`src/rtl/controlador_multiplicador.sv`:
```
// Matrix multiplier C = A*B built around a single shared multiply-accumulate unit.
// It computes one product per cycle, with k innermost, i middle and j outermost.
module controlador_multiplicador #(
   parameter int Bit  = 3,
   parameter int EBit = 2*Bit+2,
   parameter int M    = 4,
   parameter int N    = 2,
   parameter int P    = 2
) (
   input  logic                  clk,
   input  logic                  rst,
   input  logic                  start,
   input  logic                  clr,
   input  logic [N*M*Bit-1:0]    in1,
   input  logic [M*P*Bit-1:0]    in2,
   output logic                  busy,
   output logic                  done,
   output logic [P*N*EBit-1:0]   out
);

   localparam int IW = (N > 1) ? $clog2(N) : 1;
   localparam int JW = (P > 1) ? $clog2(P) : 1;
   localparam int KW = (M > 1) ? $clog2(M) : 1;

   typedef enum logic [1:0] {IDLE, RUN, FIN} state_t;

   state_t                state, state_next;
   logic [N*M*Bit-1:0]    a_reg;
   logic [M*P*Bit-1:0]    b_reg;
   logic [IW-1:0]         i;
   logic [JW-1:0]         j;
   logic [KW-1:0]         k;
   logic [EBit-1:0]       acc;
   logic [EBit-1:0]       acc_next;
   logic [Bit-1:0]        a_elem;
   logic [Bit-1:0]        b_elem;
   logic [2*Bit-1:0]      prod;
   logic [EBit-1:0]       prod_ext;
   logic                  k_last;
   logic                  i_last;
   logic                  j_last;

   assign k_last = (k == KW'(M-1));
   assign i_last = (i == IW'(N-1));
   assign j_last = (j == JW'(P-1));

   always_ff @(posedge clk or posedge rst) begin
      if (rst) state <= IDLE;
      else     state <= state_next;
   end

   always_comb begin
      state_next = state;
      if (clr) begin
         state_next = IDLE;
      end else begin
         unique case (state)
            IDLE:    if (start) state_next = RUN;
            RUN:     if (k_last && i_last && j_last) state_next = FIN;
            FIN:     state_next = IDLE;
            default: state_next = IDLE;
         endcase
      end
   end

   always_comb begin
      busy = (state == RUN);
      done = (state == FIN);
   end

   // Product is zero-extended before accumulation; the sum wraps modulo 2^EBit.
   always_comb begin
      a_elem   = a_reg[int'(i)*M*Bit + int'(k)*Bit +: Bit];
      b_elem   = b_reg[int'(j)*M*Bit + int'(k)*Bit +: Bit];
      prod     = a_elem * b_elem;
      prod_ext = '0;
      prod_ext[2*Bit-1:0] = prod;
      acc_next = ((k == '0) ? '0 : acc) + prod_ext;
   end

   always_ff @(posedge clk or posedge rst) begin
      if (rst) begin
         a_reg <= '0;
         b_reg <= '0;
         i     <= '0;
         j     <= '0;
         k     <= '0;
         acc   <= '0;
         out   <= '0;
      end else if (!clr) begin
         if (state == IDLE && start) begin
            a_reg <= in1;
            b_reg <= in2;
            i     <= '0;
            j     <= '0;
            k     <= '0;
         end else if (state == RUN) begin
            acc <= acc_next;
            if (k_last) begin
               out[(int'(j)*N + int'(i))*EBit +: EBit] <= acc_next;
               k <= '0;
               if (i_last) begin
                  i <= '0;
                  j <= j_last ? '0 : j + 1'b1;
               end else begin
                  i <= i + 1'b1;
               end
            end else begin
               k <= k + 1'b1;
            end
         end
      end
   end

endmodule

```
`config.mk`:
```
export PLATFORM = sky130hd
export DESIGN_NAME = controlador_multiplicador
export DESIGN_NICKNAME = d
export VERILOG_FILES = /design/src/rtl/controlador_multiplicador.sv
export SDC_FILE = /design/constraint.sdc
export NUM_CORES = 1
export LEC_CHECK = 0
export ABC_AREA = 1
export CAP_MARGIN = 0
export CORE_AREA = 3 3 112 114
export DETAILED_ROUTE_END_ITERATION = 6
export DIE_AREA = 0 0 115 117
export GPL_TIMING_DRIVEN = 0
export PLACE_DENSITY = 0.7
export SLEW_MARGIN = 40
export SYNTH_ARGS = -nofsm -noshare
export SYNTH_HDL_FRONTEND = slang
export SYNTH_SLANG_ARGS = --single-unit
```
`constraint.sdc`:
```
create_clock -name clk -period 8.57 [get_ports clk]
set_input_delay 1.714 -clock clk [delete_from_list [all_inputs] [get_ports clk]]
set_output_delay 1.714 -clock clk [all_outputs]
set_load 0.1 [all_outputs]
```
==> reports/summary.txt, run 1 <==
Total power = 0.002858 W
# rows = 39
Setup repair bufs after CTS = 0
Seq/Total Area, Yosys = 0.4236
Most frequent cells in the layout = nand2_1, dfrtp_1, inv_1
Outcome = finished clean
Hold EP = out[4]
Area of the die = 0.01346 mm²
Hold-critical path depth = 2
Core area = 0.01152 mm²
Final Critical Period = 5.140 ns
GRT met2 Usage = 0.3785
Leakage = 3.603 nW
Placed cells = 1007
Initial Util = 0.4822
WL/cell = 14.44 µm
H-tree levels = 3
Gate power share = 0.651
Clock tree sinks = 94
Share of cells above drive strength 1 = 0.09318
Power Density = 424.4 mW/mm²
Seq cells post-synth = 94
Flop pwr share = 0.211
TritonRoute pass-1 iters = 5
Via density = 5.132
First-pass GRT wire length = 24070 µm
Nets@finish = 953
Number of routed nets with antenna violations = 0
Clk Latency, worst-skew pair = 0.36 ns
# fillers = 1077
Antenna diodes = 0
DRT iter0 DRCs = 445
Clock share of power = 0.137
Worst-path clk slew = 0.07 ns
WL final = 14780 µm
CTS buffer count = 9
Most common cell after layout, fill and taps aside = nand2_1
Total GRT Usage = 0.2280
Fmax = 0.1946 GHz
Critical Path AT = 5.42 ns
Worst EP required = 8.85 ns
Syn. warnings = 0
CTS tree = done
Non-filler cells, final = 1023
Startpoint Class = flop
Worst Reg2Reg Path Length in Cells = 22
P_sw = 0.001519 W
Hold_ws = 0.4793 ns
Vias in the first global route = 4887
Post-DP HPWL = 11330 µm
Final core utilization = 0.5847
R2r startpoint = k[0]
Met3 usage = 0.03445
Worst setup EP type = flop
Met1 Track Usage GR = 0.3029
Syn Area/Cell = 7.137 µm²
P_int = 0.001339 W
Routed vias = 5250
Busiest grt layer = met2
Crit share post-route = 0.5997
Worst reg-to-reg setup slack = 3.43 ns
Drt drc = 0
Layout area overhead = 21.27%
Mapped cell area = 0.005553 mm²
Die Wd = 115 µm
GP Congestion = 0.9054
Final setup fails = 0
Post-CTS Resized = 0
Syn Nets = 856
I/O pins = 86
Maximum vdd drop = 0.1890 mV
Mapped Cells = 778
Final hold viol count = 0
Max_slew headroom = 0.4647
Initial antenna violation count = 0
CTS max path bufs = 2
Largest net degree at the start of global routing = 54
Worst hold start = out[4]
Sw Share = 0.5315
I/O Buffers = 85
Hold-fix buffers, CTS = 0
WS Path Type = reg -> reg
Max Cap Viol = 0
RSZ-0062 raised after global routing = false
End of the worst register-to-register path = out[29]
Root Buffer Master = clkbuf_16
Netlist cell types = 28
Setup Skew = 0.007592 ns
Setup TNS = 0 ns
Slew @ Worst Pin = 0.7968 ns
Max-slew violation count = 0
Hold crit path type = reg -> reg
CP max FO = 11
Die Y = 117 µm
Aggregate global routing overflow = 0
Max reg flops = 32
stage by stage:
stage / worst slack, ns / instance area [µm²]
global route: 3.061 / 6734
global placement: 3.093 / 6583
CTS: 3.400 / 6734
finish: 3.430 / 6734
floorplan: 4.326 / 5553
detailed placement: 3.450 / 6445
cell families after synthesis:
family                     count (synthesis)  share of synthesized area
DFF                                       94                     0.4236
xor gates and xnor gates                   5                   0.007888
adders and majority gates                 26                    0.06670
AOI/OAI and AO/OA                         86                    0.08134
and+or+nand+nor                          457                     0.3409
buffers and inverters                    110                    0.07954
final cells by class:
| cell class | instances | area, µm² | area share |
|---|---|---|---|
| clock buffer | 9 | 225.2 | 0.03344 |
| sequential | 94 | 2352 | 0.3493 |
| clock inverter | 7 | 63.81 | 0.009476 |
| buffer | 29 | 137.6 | 0.02044 |
| timing repair buffer | 86 | 708.2 | 0.1052 |
| multi-input combinational | 574 | 2759 | 0.4097 |
| tap | 143 | 178.9 | 0.02657 |
| inverter | 81 | 309.0 | 0.04589 |
cell usage after synthesis (all sizes together):
| master | instances | area share |
|---|---|---|
| a21oi | 10 | 0.0090 |
| a22o | 2 | 0.0032 |
| buf | 16 | 0.016 |
| clkbuf | 13 | 0.0088 |
| clkinv | 1 | 0.00068 |
| dfrtp | 94 | 0.42 |
| fa | 6 | 0.022 |
| ha | 20 | 0.045 |
| inv | 80 | 0.054 |
| nand2 | 338 | 0.23 |
| nand3 | 63 | 0.057 |
| nand4 | 8 | 0.0090 |
| nor2 | 42 | 0.037 |
| nor3 | 2 | 0.0018 |
| o211ai | 3 | 0.0041 |
| o21ai | 68 | 0.061 |
| o22ai | 1 | 0.0011 |
| o31ai | 2 | 0.0027 |
| or2 | 4 | 0.0045 |
| xnor2 | 2 | 0.0032 |
| xor2 | 3 | 0.0047 |
power groups by stage:
stage / clock network [W] / registers, W / logic [W]
2_1_floorplan: 0 / 0.000680 / 0.00127
3_3_place_gp: 0 / 0.000610 / 0.00184
3_5_place_dp: 0 / 0.000611 / 0.00185
4_1_cts: 0.000401 / 0.000604 / 0.00187
5_1_grt: 0.000415 / 0.000617 / 0.00209
6_report: 0.000392 / 0.000604 / 0.00186
critical path, stage by stage, from the launching register on:
cell     delay (ns)
dfrtp_1        0.41
inv_1          0.10
buf_2          0.22
ha_1           0.25
ha_1           0.29
inv_1          0.05
nor2_1         0.41
inv_1          0.19
nor2_1         0.14
nor2_1         0.05
nand2_1        0.06
nand3_1        0.09
nand2_1        0.15
nand2_1        0.10
fa_1           0.53
fa_1           0.54
fa_1           0.49
inv_1          0.07
nand3_1        0.07
nand2_1        0.10
xor2_1         0.40
nand3_1        0.17
o21ai_0        0.17
per-layer routing:
metal  wire length [µm]  vias to the layer above
met5                  0                        -
met4                246                        0
met3                846                       18
met2               6988                      168
met1               6692                     2425
li1                   -                     2639
worst max-delay path by stage:
stage	slack (ns)	to	startpoint	depth (start not counted)
after global placement	3.09	b_reg[23]	rst	2
after global routing	3.06	out[13]	k[0]	23
after detailed placement	3.45	out[13]	k[0]	23
after floorplan	4.33	out[13]	k[0]	23
final	3.43	out[29]	k[0]	22
after CTS	3.40	out[13]	k[0]	23
Power figures use the tool's default switching activity.
==> run 2: changes to the inputs <==
- PLACE_DENSITY: 0.7 -> 0.73
- clock period: 8.57 -> 4.6 ns (I/O delays scaled with it)
==> run 2 against run 1 <==
Final area grew 2.1%. Setup slack lost 3.2 ns. Routed wire length grew 4.6%. Global-route usage grew 1.3 points. Sequential share of layout area shrank 0.72 points. Via count grew 1.0%. Sequential cell count is the same. Clock power grew 93%. Register-to-register slack lost 3.2 ns. Combinational power grew 100%. Critical path depth grew 3. Sequential power grew 87%.
==> reports/summary.txt, run 2 (synthesis results as in run 1) <==
WS Path Type = reg -> reg
Via density = 5.161
WL final = 15460 µm
Initial antenna violation count = 0
Outcome = finished clean
Final Critical Period = 4.352 ns
Worst EP required = 4.88 ns
Startpoint Class = flop
Hold-critical path depth = 2
Layout area overhead = 23.84%
Power Density = 820.0 mW/mm²
Post-DP HPWL = 11440 µm
Max Cap Viol = 0
Vias in the first global route = 5265
Worst reg-to-reg setup slack = 0.25 ns
Worst setup EP type = flop
Maximum vdd drop = 0.3836 mV
Placed cells = 1007
Final hold viol count = 0
Critical Path AT = 4.64 ns
Register area = 0.002352 mm²
Multi-input logic area = 0.002843 mm²
Total power = 0.005639 W
Initial Util = 0.4822
I/O pins = 86
Most common cell after layout, fill and taps aside = nand2_1
Die Wd = 115 µm
TritonRoute pass-1 iters = 5
CTS tree = done
CTS max path bufs = 2
Clock tree sinks = 94
Worst Reg2Reg Path Length in Cells = 25
R2r startpoint = k[0]
Crit share post-route = 0.9460
Drt drc = 0
Final setup fails = 0
Root Buffer Master = clkbuf_16
Nets@finish = 958
Max-slew violation count = 0
Setup Skew = 0.007680 ns
Worst hold start = out[6]
Final core utilization = 0.5971
First-pass GRT wire length = 25540 µm
WL/cell = 15.04 µm
GP Congestion = 0.9706
# fillers = 1088
I/O Buffers = 85
Worst setup startpoint = k[0]
H-tree levels = 3
Hold-fix buffers, CTS = 0
CTS buffer count = 9
Area of the die = 0.01346 mm²
Routed vias = 5305
Leakage = 3.645 nW
Most frequent cells in the layout = nand2_1, dfrtp_1, inv_1
Worst-path clk slew = 0.08 ns
Largest net degree at the start of global routing = 63
DRT iter0 DRCs = 448
Slew @ Worst Pin = 0.7171 ns
Antenna diodes = 0
Core area = 0.01152 mm²
Max_slew headroom = 0.5183
Share of cells above drive strength 1 = 0.1220
Total GRT Usage = 0.2414
Hold crit path type = reg -> reg
# rows = 39
Aggregate global routing overflow = 0
Non-filler cells, final = 1028
Hold_ws = 0.4813 ns
CP max FO = 6
Clk Latency, worst-skew pair = 0.36 ns
Fmax = 0.2298 GHz
Die Y = 117 µm
Number of routed nets with antenna violations = 0
Max reg flops = 32
run 2: area by class of cell:
class                   instances  share of cell area
plain buffers                  29             0.02165
clock buffers                   9             0.03275
clock inverters                 7             0.01074
inverters                      81             0.04494
multi-input cells             574              0.4134
flip-flops and latches         94              0.3421
well taps                     143             0.02602
repair buffers                 91              0.1084
run 2: power breakdown:
group | internal, W | leakage (nW) | switching (W)
clock | 0.000385 | 0.141 | 0.000370
combinational | 0.00127 | 2.28 | 0.00248
sequential | 0.000998 | 1.22 | 0.000134
run 2: worst max-delay path, cell delays in order (launching register included):
cell and delay (ns):
dfrtp_1 0.40, inv_2 0.09, buf_8 0.12, ha_4 0.13, ha_1 0.13, inv_1 0.05, fa_1 0.56, inv_2 0.09
nand2_1 0.07, nor2_1 0.04, nand2_1 0.06, nand3_1 0.08, nand2_1 0.15, nand2_1 0.09, fa_1 0.53, fa_1 0.45
fa_2 0.40, inv_1 0.07, nand3_1 0.07, nand2_2 0.15, nand2_2 0.08, nand2_1 0.07, nand2_1 0.07, nand2_2 0.13
inv_1 0.08, o21ai_1 0.11
run 2: worst paths after layout:
check | endpoint
worst max-delay path | acc[7]
worst min-delay path | out[6]
worst max register to register | acc[7]
worst min register to register | out[6]
max in group asynchronous | acc[0]
min in group asynchronous | a_reg[19]
run 2: stage by stage:
| stage | setup TNS [ns] | cell area [µm²] | worst slack (ns) |
|---|---|---|---|
| after floorplan | 0 | 5553 | 0.3562 |
| after global placement | -16.09 | 6583 | -0.3940 |
| after detailed placement | -4.809 | 6445 | -0.4355 |
| after CTS | 0 | 6780 | 0.02187 |
| after global routing | -0.01210 | 6877 | -0.01210 |
| final | 0 | 6877 | 0.2483 |
run 2: routing by layer:
layer / vias to the layer above / global-route usage / wire length, µm
li1: 2638 / - / -
met1: 2504 / 0.3273 / 7042
met2: 144 / 0.3889 / 7337
met3: 19 / 0.05656 / 820
met4: 0 / 0.06964 / 259
met5: - / 0 / 0
run 2: repair_timing:
item / CTS / global route
buffers inserted: 1 / 4
setup endpoints to repair: 26 / 25
pin swaps: 1 / 9
gates resized for setup: 11 / 21
